### config.mk
export PLATFORM = sky130hd
export DESIGN_NAME = lcd_pattern_gen
export DESIGN_NICKNAME = d
export VERILOG_FILES = /design/src/rtl/lcd_pattern_gen_pkg.sv /design/src/rtl/lcd_pattern_gen_timing_core.sv /design/src/rtl/lcd_pattern_gen.sv
export SDC_FILE = /design/constraint.sdc
export NUM_CORES = 1
export LEC_CHECK = 0
export BUFFER_PORTS_ARGS = -buffer_cell sky130_fd_sc_hd__buf_4
export CAP_MARGIN = 15
export CORE_MARGIN = 5
export CORE_UTILIZATION = 30
export DETAILED_ROUTE_END_ITERATION = 6
export SYNTH_ARGS = -nofsm -noshare
export SYNTH_HDL_FRONTEND = slang
export SYNTH_SLANG_ARGS = --single-unit
### constraint.sdc
create_clock -name hdmi_clk1x_i -period 8.3 [get_ports hdmi_clk1x_i]
set_input_delay 0.415 -clock hdmi_clk1x_i [delete_from_list [all_inputs] [get_ports hdmi_clk1x_i]]
set_output_delay 0.415 -clock hdmi_clk1x_i [all_outputs]
set_load 0.02 [all_outputs]
### src/rtl/lcd_pattern_gen_pkg.sv
// Shared definitions for the LCD test-pattern source: pattern modes,
// colours, bounce axis state and raster-total derivation.
package lcd_pattern_gen_pkg;

  localparam logic [1:0] PAT_WHITE  = 2'd0;
  localparam logic [1:0] PAT_STATIC = 2'd1;
  localparam logic [1:0] PAT_BOUNCE = 2'd2;
  localparam logic [1:0] PAT_BARS   = 2'd3;

  localparam logic DIR_POS = 1'b0;
  localparam logic DIR_NEG = 1'b1;

  localparam logic [23:0] COL_WHITE   = 24'hFFFFFF;
  localparam logic [23:0] COL_YELLOW  = 24'hFFFF00;
  localparam logic [23:0] COL_CYAN    = 24'h00FFFF;
  localparam logic [23:0] COL_GREEN   = 24'h00FF00;
  localparam logic [23:0] COL_MAGENTA = 24'hFF00FF;
  localparam logic [23:0] COL_RED     = 24'hFF0000;
  localparam logic [23:0] COL_BLUE    = 24'h0000FF;
  localparam logic [23:0] COL_BLACK   = 24'h000000;

  // Position and travel direction of the square along one axis.
  typedef struct packed {
    logic [11:0] pos;
    logic        dir;
  } axis_state_t;

  function automatic int unsigned calc_total(input int unsigned active,
                                             input int unsigned fp,
                                             input int unsigned sync,
                                             input int unsigned bp);
    return active + fp + sync + bp;
  endfunction

  function automatic logic [23:0] bar_colour(input logic [2:0] idx);
    logic [23:0] col;
    case (idx)
      3'd0:    col = COL_WHITE;
      3'd1:    col = COL_YELLOW;
      3'd2:    col = COL_CYAN;
      3'd3:    col = COL_GREEN;
      3'd4:    col = COL_MAGENTA;
      3'd5:    col = COL_RED;
      3'd6:    col = COL_BLUE;
      default: col = COL_BLACK;
    endcase
    return col;
  endfunction

  // One frame of bounce: move by step; on overshoot reverse and clamp.
  function automatic axis_state_t bounce_step(input axis_state_t cur,
                                              input int unsigned step,
                                              input int unsigned limit);
    axis_state_t nxt;
    int          cand;
    nxt  = cur;
    cand = (cur.dir == DIR_POS) ? int'(cur.pos) + int'(step)
                                : int'(cur.pos) - int'(step);
    if (cand < 0 || cand > int'(limit)) begin
      nxt.dir = ~cur.dir;
      cand = (cur.dir == DIR_POS) ? int'(cur.pos) - int'(step)
                                  : int'(cur.pos) + int'(step);
      if (cand < 0) begin
        cand = 0;
      end else if (cand > int'(limit)) begin
        cand = int'(limit);
      end
    end
    nxt.pos = 12'(cand);
    return nxt;
  endfunction

endpackage

### src/rtl/lcd_pattern_gen_timing_core.sv
// Raster timing: pixel/line counters, registered sync/enable/coordinate
// outputs and the end-of-frame commit strobe.
module lcd_timing_core
  import lcd_pattern_gen_pkg::*;
#(
  parameter int unsigned H_ACTIVE = 1280,
  parameter int unsigned H_FP     = 110,
  parameter int unsigned H_SYNC   = 40,
  parameter int unsigned H_BP     = 220,
  parameter int unsigned V_ACTIVE = 720,
  parameter int unsigned V_FP     = 5,
  parameter int unsigned V_SYNC   = 5,
  parameter int unsigned V_BP     = 20
) (
  input  logic        clk,
  input  logic        rst,
  output logic [11:0] h_cnt,
  output logic [11:0] v_cnt,
  output logic        active,
  output logic        commit,
  output logic        lcd_hs,
  output logic        lcd_vs,
  output logic        lcd_de,
  output logic [11:0] lcd_xpos,
  output logic [11:0] lcd_ypos,
  output logic        frame_start
);

  localparam int unsigned H_TOTAL = calc_total(H_ACTIVE, H_FP, H_SYNC, H_BP);
  localparam int unsigned V_TOTAL = calc_total(V_ACTIVE, V_FP, V_SYNC, V_BP);

  localparam logic [11:0] H_LAST   = 12'(H_TOTAL - 1);
  localparam logic [11:0] V_LAST   = 12'(V_TOTAL - 1);
  localparam logic [11:0] H_ACT    = 12'(H_ACTIVE);
  localparam logic [11:0] V_ACT    = 12'(V_ACTIVE);
  localparam logic [11:0] HS_FIRST = 12'(H_ACTIVE + H_FP);
  localparam logic [11:0] HS_LAST  = 12'(H_ACTIVE + H_FP + H_SYNC - 1);
  localparam logic [11:0] VS_FIRST = 12'(V_ACTIVE + V_FP);
  localparam logic [11:0] VS_LAST  = 12'(V_ACTIVE + V_FP + V_SYNC - 1);

  logic hs_pulse;
  logic vs_pulse;

  // Decode raster position into region flags.
  always_comb begin
    active   = (h_cnt < H_ACT) && (v_cnt < V_ACT);
    commit   = (h_cnt == H_LAST) && (v_cnt == V_LAST);
    hs_pulse = (h_cnt >= HS_FIRST) && (h_cnt <= HS_LAST);
    vs_pulse = (v_cnt >= VS_FIRST) && (v_cnt <= VS_LAST);
  end

  // Pixel and line counters, line advances on pixel wrap.
  always_ff @(posedge clk) begin
    if (rst) begin
      h_cnt <= '0;
      v_cnt <= '0;
    end else if (h_cnt == H_LAST) begin
      h_cnt <= '0;
      v_cnt <= (v_cnt == V_LAST) ? '0 : v_cnt + 12'd1;
    end else begin
      h_cnt <= h_cnt + 12'd1;
    end
  end

  // Registered stream outputs, one cycle behind the counters.
  always_ff @(posedge clk) begin
    if (rst) begin
      lcd_hs      <= 1'b1;
      lcd_vs      <= 1'b1;
      lcd_de      <= 1'b0;
      lcd_xpos    <= '0;
      lcd_ypos    <= '0;
      frame_start <= 1'b0;
    end else begin
      lcd_hs      <= ~hs_pulse;
      lcd_vs      <= ~vs_pulse;
      lcd_de      <= active;
      lcd_xpos    <= active ? h_cnt : '0;
      lcd_ypos    <= active ? v_cnt : '0;
      frame_start <= (h_cnt == '0) && (v_cnt == '0);
    end
  end

endmodule

### src/rtl/lcd_pattern_gen.sv
// Test-pattern source: per-frame mode shadowing, square position
// (static or bouncing) and registered RGB888 pixel generation.
module lcd_pattern_gen
  import lcd_pattern_gen_pkg::*;
#(
  parameter int unsigned H_ACTIVE = 1280,
  parameter int unsigned H_FP     = 110,
  parameter int unsigned H_SYNC   = 40,
  parameter int unsigned H_BP     = 220,
  parameter int unsigned V_ACTIVE = 720,
  parameter int unsigned V_FP     = 5,
  parameter int unsigned V_SYNC   = 5,
  parameter int unsigned V_BP     = 20,
  parameter int unsigned OBJ_SIZE = 64,
  parameter int unsigned STEP     = 2
) (
  input  logic        hdmi_clk1x_i,
  input  logic        rst_i,
  input  logic [1:0]  pattern_mode_i,
  input  logic [11:0] cfg_x_i,
  input  logic [11:0] cfg_y_i,
  output logic        lcd_hs,
  output logic        lcd_vs,
  output logic        lcd_de,
  output logic [23:0] lcd_data,
  output logic [11:0] lcd_xpos,
  output logic [11:0] lcd_ypos,
  output logic        frame_start,
  output logic [11:0] obj_x_o,
  output logic [11:0] obj_y_o
);

  localparam int unsigned X_LIMIT_I = H_ACTIVE - OBJ_SIZE;
  localparam int unsigned Y_LIMIT_I = V_ACTIVE - OBJ_SIZE;
  localparam logic [11:0] X_LIMIT   = 12'(X_LIMIT_I);
  localparam logic [11:0] Y_LIMIT   = 12'(Y_LIMIT_I);
  localparam int unsigned BAR_W     = H_ACTIVE / 8;

  logic [11:0] h_cnt;
  logic [11:0] v_cnt;
  logic        active;
  logic        commit;

  logic [1:0]  mode_q;
  axis_state_t x_st;
  axis_state_t y_st;
  axis_state_t x_bounce;
  axis_state_t y_bounce;
  logic [11:0] x_static;
  logic [11:0] y_static;

  logic [12:0] x_end;
  logic [12:0] y_end;
  logic        in_square;
  logic [2:0]  bar_idx;
  logic [23:0] pixel;

  lcd_timing_core #(
    .H_ACTIVE (H_ACTIVE),
    .H_FP     (H_FP),
    .H_SYNC   (H_SYNC),
    .H_BP     (H_BP),
    .V_ACTIVE (V_ACTIVE),
    .V_FP     (V_FP),
    .V_SYNC   (V_SYNC),
    .V_BP     (V_BP)
  ) u_timing (
    .clk         (hdmi_clk1x_i),
    .rst         (rst_i),
    .h_cnt       (h_cnt),
    .v_cnt       (v_cnt),
    .active      (active),
    .commit      (commit),
    .lcd_hs      (lcd_hs),
    .lcd_vs      (lcd_vs),
    .lcd_de      (lcd_de),
    .lcd_xpos    (lcd_xpos),
    .lcd_ypos    (lcd_ypos),
    .frame_start (frame_start)
  );

  // Candidate square positions for the next frame.
  always_comb begin
    x_bounce = bounce_step(x_st, STEP, X_LIMIT_I);
    y_bounce = bounce_step(y_st, STEP, Y_LIMIT_I);
    x_static = (cfg_x_i > X_LIMIT) ? X_LIMIT : cfg_x_i;
    y_static = (cfg_y_i > Y_LIMIT) ? Y_LIMIT : cfg_y_i;
  end

  // Frame commit: shadow the mode and move the square once per frame.
  always_ff @(posedge hdmi_clk1x_i) begin
    if (rst_i) begin
      mode_q <= PAT_WHITE;
      x_st   <= '{pos: '0, dir: DIR_POS};
      y_st   <= '{pos: '0, dir: DIR_POS};
    end else if (commit) begin
      mode_q <= pattern_mode_i;
      case (pattern_mode_i)
        PAT_STATIC: begin
          x_st.pos <= x_static;
          y_st.pos <= y_static;
        end
        PAT_BOUNCE: begin
          x_st <= x_bounce;
          y_st <= y_bounce;
        end
        default: begin
          x_st <= x_st;
          y_st <= y_st;
        end
      endcase
    end
  end

  assign obj_x_o = x_st.pos;
  assign obj_y_o = y_st.pos;

  // Pixel colour for the current counter position.
  always_comb begin
    x_end     = {1'b0, x_st.pos} + 13'(OBJ_SIZE - 1);
    y_end     = {1'b0, y_st.pos} + 13'(OBJ_SIZE - 1);
    in_square = (h_cnt >= x_st.pos) && ({1'b0, h_cnt} <= x_end) &&
                (v_cnt >= y_st.pos) && ({1'b0, v_cnt} <= y_end);
    // Last bar absorbs the remainder of H_ACTIVE/8.
    bar_idx = '0;
    for (int unsigned i = 1; i < 8; i++) begin
      if (h_cnt >= 12'(i * BAR_W)) begin
        bar_idx = 3'(i);
      end
    end
    case (mode_q)
      PAT_STATIC, PAT_BOUNCE: pixel = in_square ? COL_BLACK : COL_WHITE;
      PAT_BARS:               pixel = bar_colour(bar_idx);
      default:                pixel = COL_WHITE;
    endcase
  end

  // Registered pixel, aligned with the timing core outputs.
  always_ff @(posedge hdmi_clk1x_i) begin
    if (rst_i) begin
      lcd_data <= '0;
    end else begin
      lcd_data <= active ? pixel : '0;
    end
  end

endmodule

==> reports/results.tsv <==
metric	value	unit
num-nets-final	1072	
syn2layout_area_growth	12.19	%
viasPerCell	5.354	
vias	6992	
maxCapViolCount	0	
fin_crit	3.804	ns
finClkSkew	0.01451	ns
ir_worst_vdd	76.89	uV
drt_first_iter_violations	713	
final_cell_mix	buf_4, nor2_1, dfxtp_1	
async_flop_share	0	%
synth-seq-cells	83	
final_antenna_net_count	0	
post_synth_instance_area	7430	um^2
cp.required	8.54	ns
syn_inst	959	
clock.fmax	262.9	MHz
tns	0	ns
dp_hpwl	16930	um
max_stage_delay	0.71	ns
period_share	45.84	%
power_frac_seq	43.4	%
hold_ws	0.3365	ns
cts_max_path_buffers	2	
drt-pass1-iter-count	5	
switching_share	25.36	%
drc	0	
nFillCells	2603	
crit_path_top_delay_cell	nor4_2	
ys.flop_type	dfxtp_1	
worst_pin_slew	0.7885	ns
crit_top_cell	nor2b_1	
cts_setup_buffers	0	
final_common_cell	buf_4	
yosysSeqAreaShare	22.36	%
avgSynthCellArea	7.747	um^2
path_buf_inv	1	
regArea	1662	um^2
pin_count	104	
routed_wl	22410	um
cp_top_family	simple AND/OR/NAND/NOR gates	
hold_path.class	input pin to flop	
initial_core_util	30.55	%
combPwrFrac	7.7	%
core	24320	um^2
die_w	167.4	um
io_buffer_count	103	
hold_buffers	0	
clk_latency	0.36	ns
grt_overflow_total	0	
antenna_cells	0	
outcome	complete, no violations	
yosys_warnings	0	
drive_above_1_share	15.89	%
grt_max_degree	37	
root_buffer	clkbuf_16	
wl_per_cell	17.16	um
clock-sinks	83	
die_height	167.4	um
grt_pass1_vias	6659	
rsz0062_at_grt	false	
crit_path_max_fanout	13	
cp-start-kind	flop	
grt_pass1_wl	36120	um
critical_path.cell_chain	nand4b_1 > nor4_2 > nor2b_1 > nor2b_1 > buf_4 > nor2_1 > o311ai_0 > nand3_1	
p_leak	0.003208	uW
antenna_found_initial	0	
synth_edf_count	0	
tritoncts	done	
gp_congestion	0.9044	
p_sw	238.7	uW
htree_levels	3	
critPathArrivalTime	4.04	ns
cts_resized	0	
cp-end-kind	flop	
hold_viol_final	0	
cts_buffers	9	
setup_viol	0	
drv_slew	0	
row_count	57	
die_area	28010	um^2
multi_input_area	4960	um^2
clkTransAtPathRegs	0.07	ns
ys_types	88	
powerDensity	112.9	nW/um^2
track_usage	15.57	%
relSlewSlack	47.36	%
worstSetupPathType	flop to flop	
pwr-share-clk	48.9	%
p_int	702.5	uW
routing by layer:
layer  GRT usage, %  vias up  wire length [um]
li1               -     3449                 -
met2          22.54      297              9175
met5              0        -                 0
met1          23.13     3217             11170
met4          4.058        0               359
met3          3.607       29              1699
sequential cells by signal, indices dropped and copies added (netlist names):
name / flops
x_st: 1
u_timing.lcd_de: 1
u_timing.lcd_ypos: 12
u_timing.lcd_vs: 1
obj_x_o: 12
u_timing.h_cnt: 12
u_timing.lcd_xpos: 12
mode_q: 2
u_timing.frame_start: 1
y_st: 1
u_timing.lcd_hs: 1
u_timing.v_cnt: 12
lcd_data: 3
obj_y_o: 12
power groups by stage:
stage	Sequential, uW	Combinational [uW]	Clock [uW]
3_5_place_dp	417	72.8	0
3_3_place_gp	417	72.8	0
5_1_grt	409	79.6	485
2_1_floorplan	419	42.6	0
4_1_cts	408	73.1	468
6_report	408	72.7	460
worst reg2reg max path: cells and delay by family (launching register included):
| family | cells | cell delay (ns) |
|---|---|---|
| AO/OA/AOI/OAI | 1 | 0.38 |
| buffers and inverters | 1 | 0.26 |
| flip-flops | 1 | 0.64 |
| AND/OR/NAND/NOR | 6 | 2.42 |
logic make-up (layout without fill, tap and decap cells):
| group | after synthesis | in the layout | share of synthesized area [%] |
|---|---|---|---|
| fa+ha+maj | 68 | 68 | 11.42 |
| simple gates | 380 | 380 | 26.95 |
| compound gates | 207 | 207 | 19.37 |
| flops | 83 | 83 | 22.36 |
| xor+xnor | 68 | 68 | 8.016 |
| buf+inv | 147 | 168 | 10.98 |
| other cells | 1 | 3 | 0.05047 |
| mux | 5 | 5 | 0.8589 |
Yosys cell counts, types with 23 or more instances:
cell | count | area (um^2)
a21oi_1 | 48 | 240.2
and2_1 | 26 | 162.7
buf_4 | 49 | 367.9
clkbuf_1 | 27 | 101.4
dfxtp_1 | 83 | 1662
ha_1 | 67 | 838.3
inv_1 | 41 | 153.9
nand2_1 | 70 | 262.8
nand3_1 | 28 | 140.1
nand4_1 | 23 | 143.9
nor2_1 | 89 | 334.1
nor3_1 | 34 | 170.2
o21ai_0 | 37 | 185.2
xnor2_1 | 51 | 446.7
per-stage QoR:
step	power [uW]	cell area (um^2)	worst slack [ns]	cells	util, %
floorplan	461.9	7437	5.058	961	-
global placement	489.9	8003	4.697	1290	32.91
detailed placement	490.2	8003	4.593	1290	32.91
CTS	949.4	8335	4.565	1306	34.27
global route	973.1	8335	4.211	1306	34.27
finish	941.3	8335	4.496	1306	34.27
path summary, 6_finish.rpt:
path / start / end / slack [ns] / depth (start not counted)
worst min-delay path: pattern_mode_i[1] / mode_q[1] / 0.34 / 3
worst max-delay path: u_timing.h_cnt[10] / obj_x_o[6] / 4.50 / 8
worst max register to register: u_timing.h_cnt[10] / obj_x_o[6] / 4.50 / 8
worst min register to register: u_timing.h_cnt[0] / u_timing.h_cnt[0] / 0.55 / 1
final cells by class:
| class | count | area share (%) |
|---|---|---|
| Multi-Input combinational cell | 731 | 59.50 |
| Clock inverter | 7 | 1.291 |
| Clock buffer | 9 | 2.702 |
| Sequential cell | 83 | 19.93 |
| Tap cell | 324 | 4.863 |
| Inverter | 44 | 1.981 |
| Timing Repair Buffer | 108 | 9.727 |
Power figures use the tool's default switching activity.
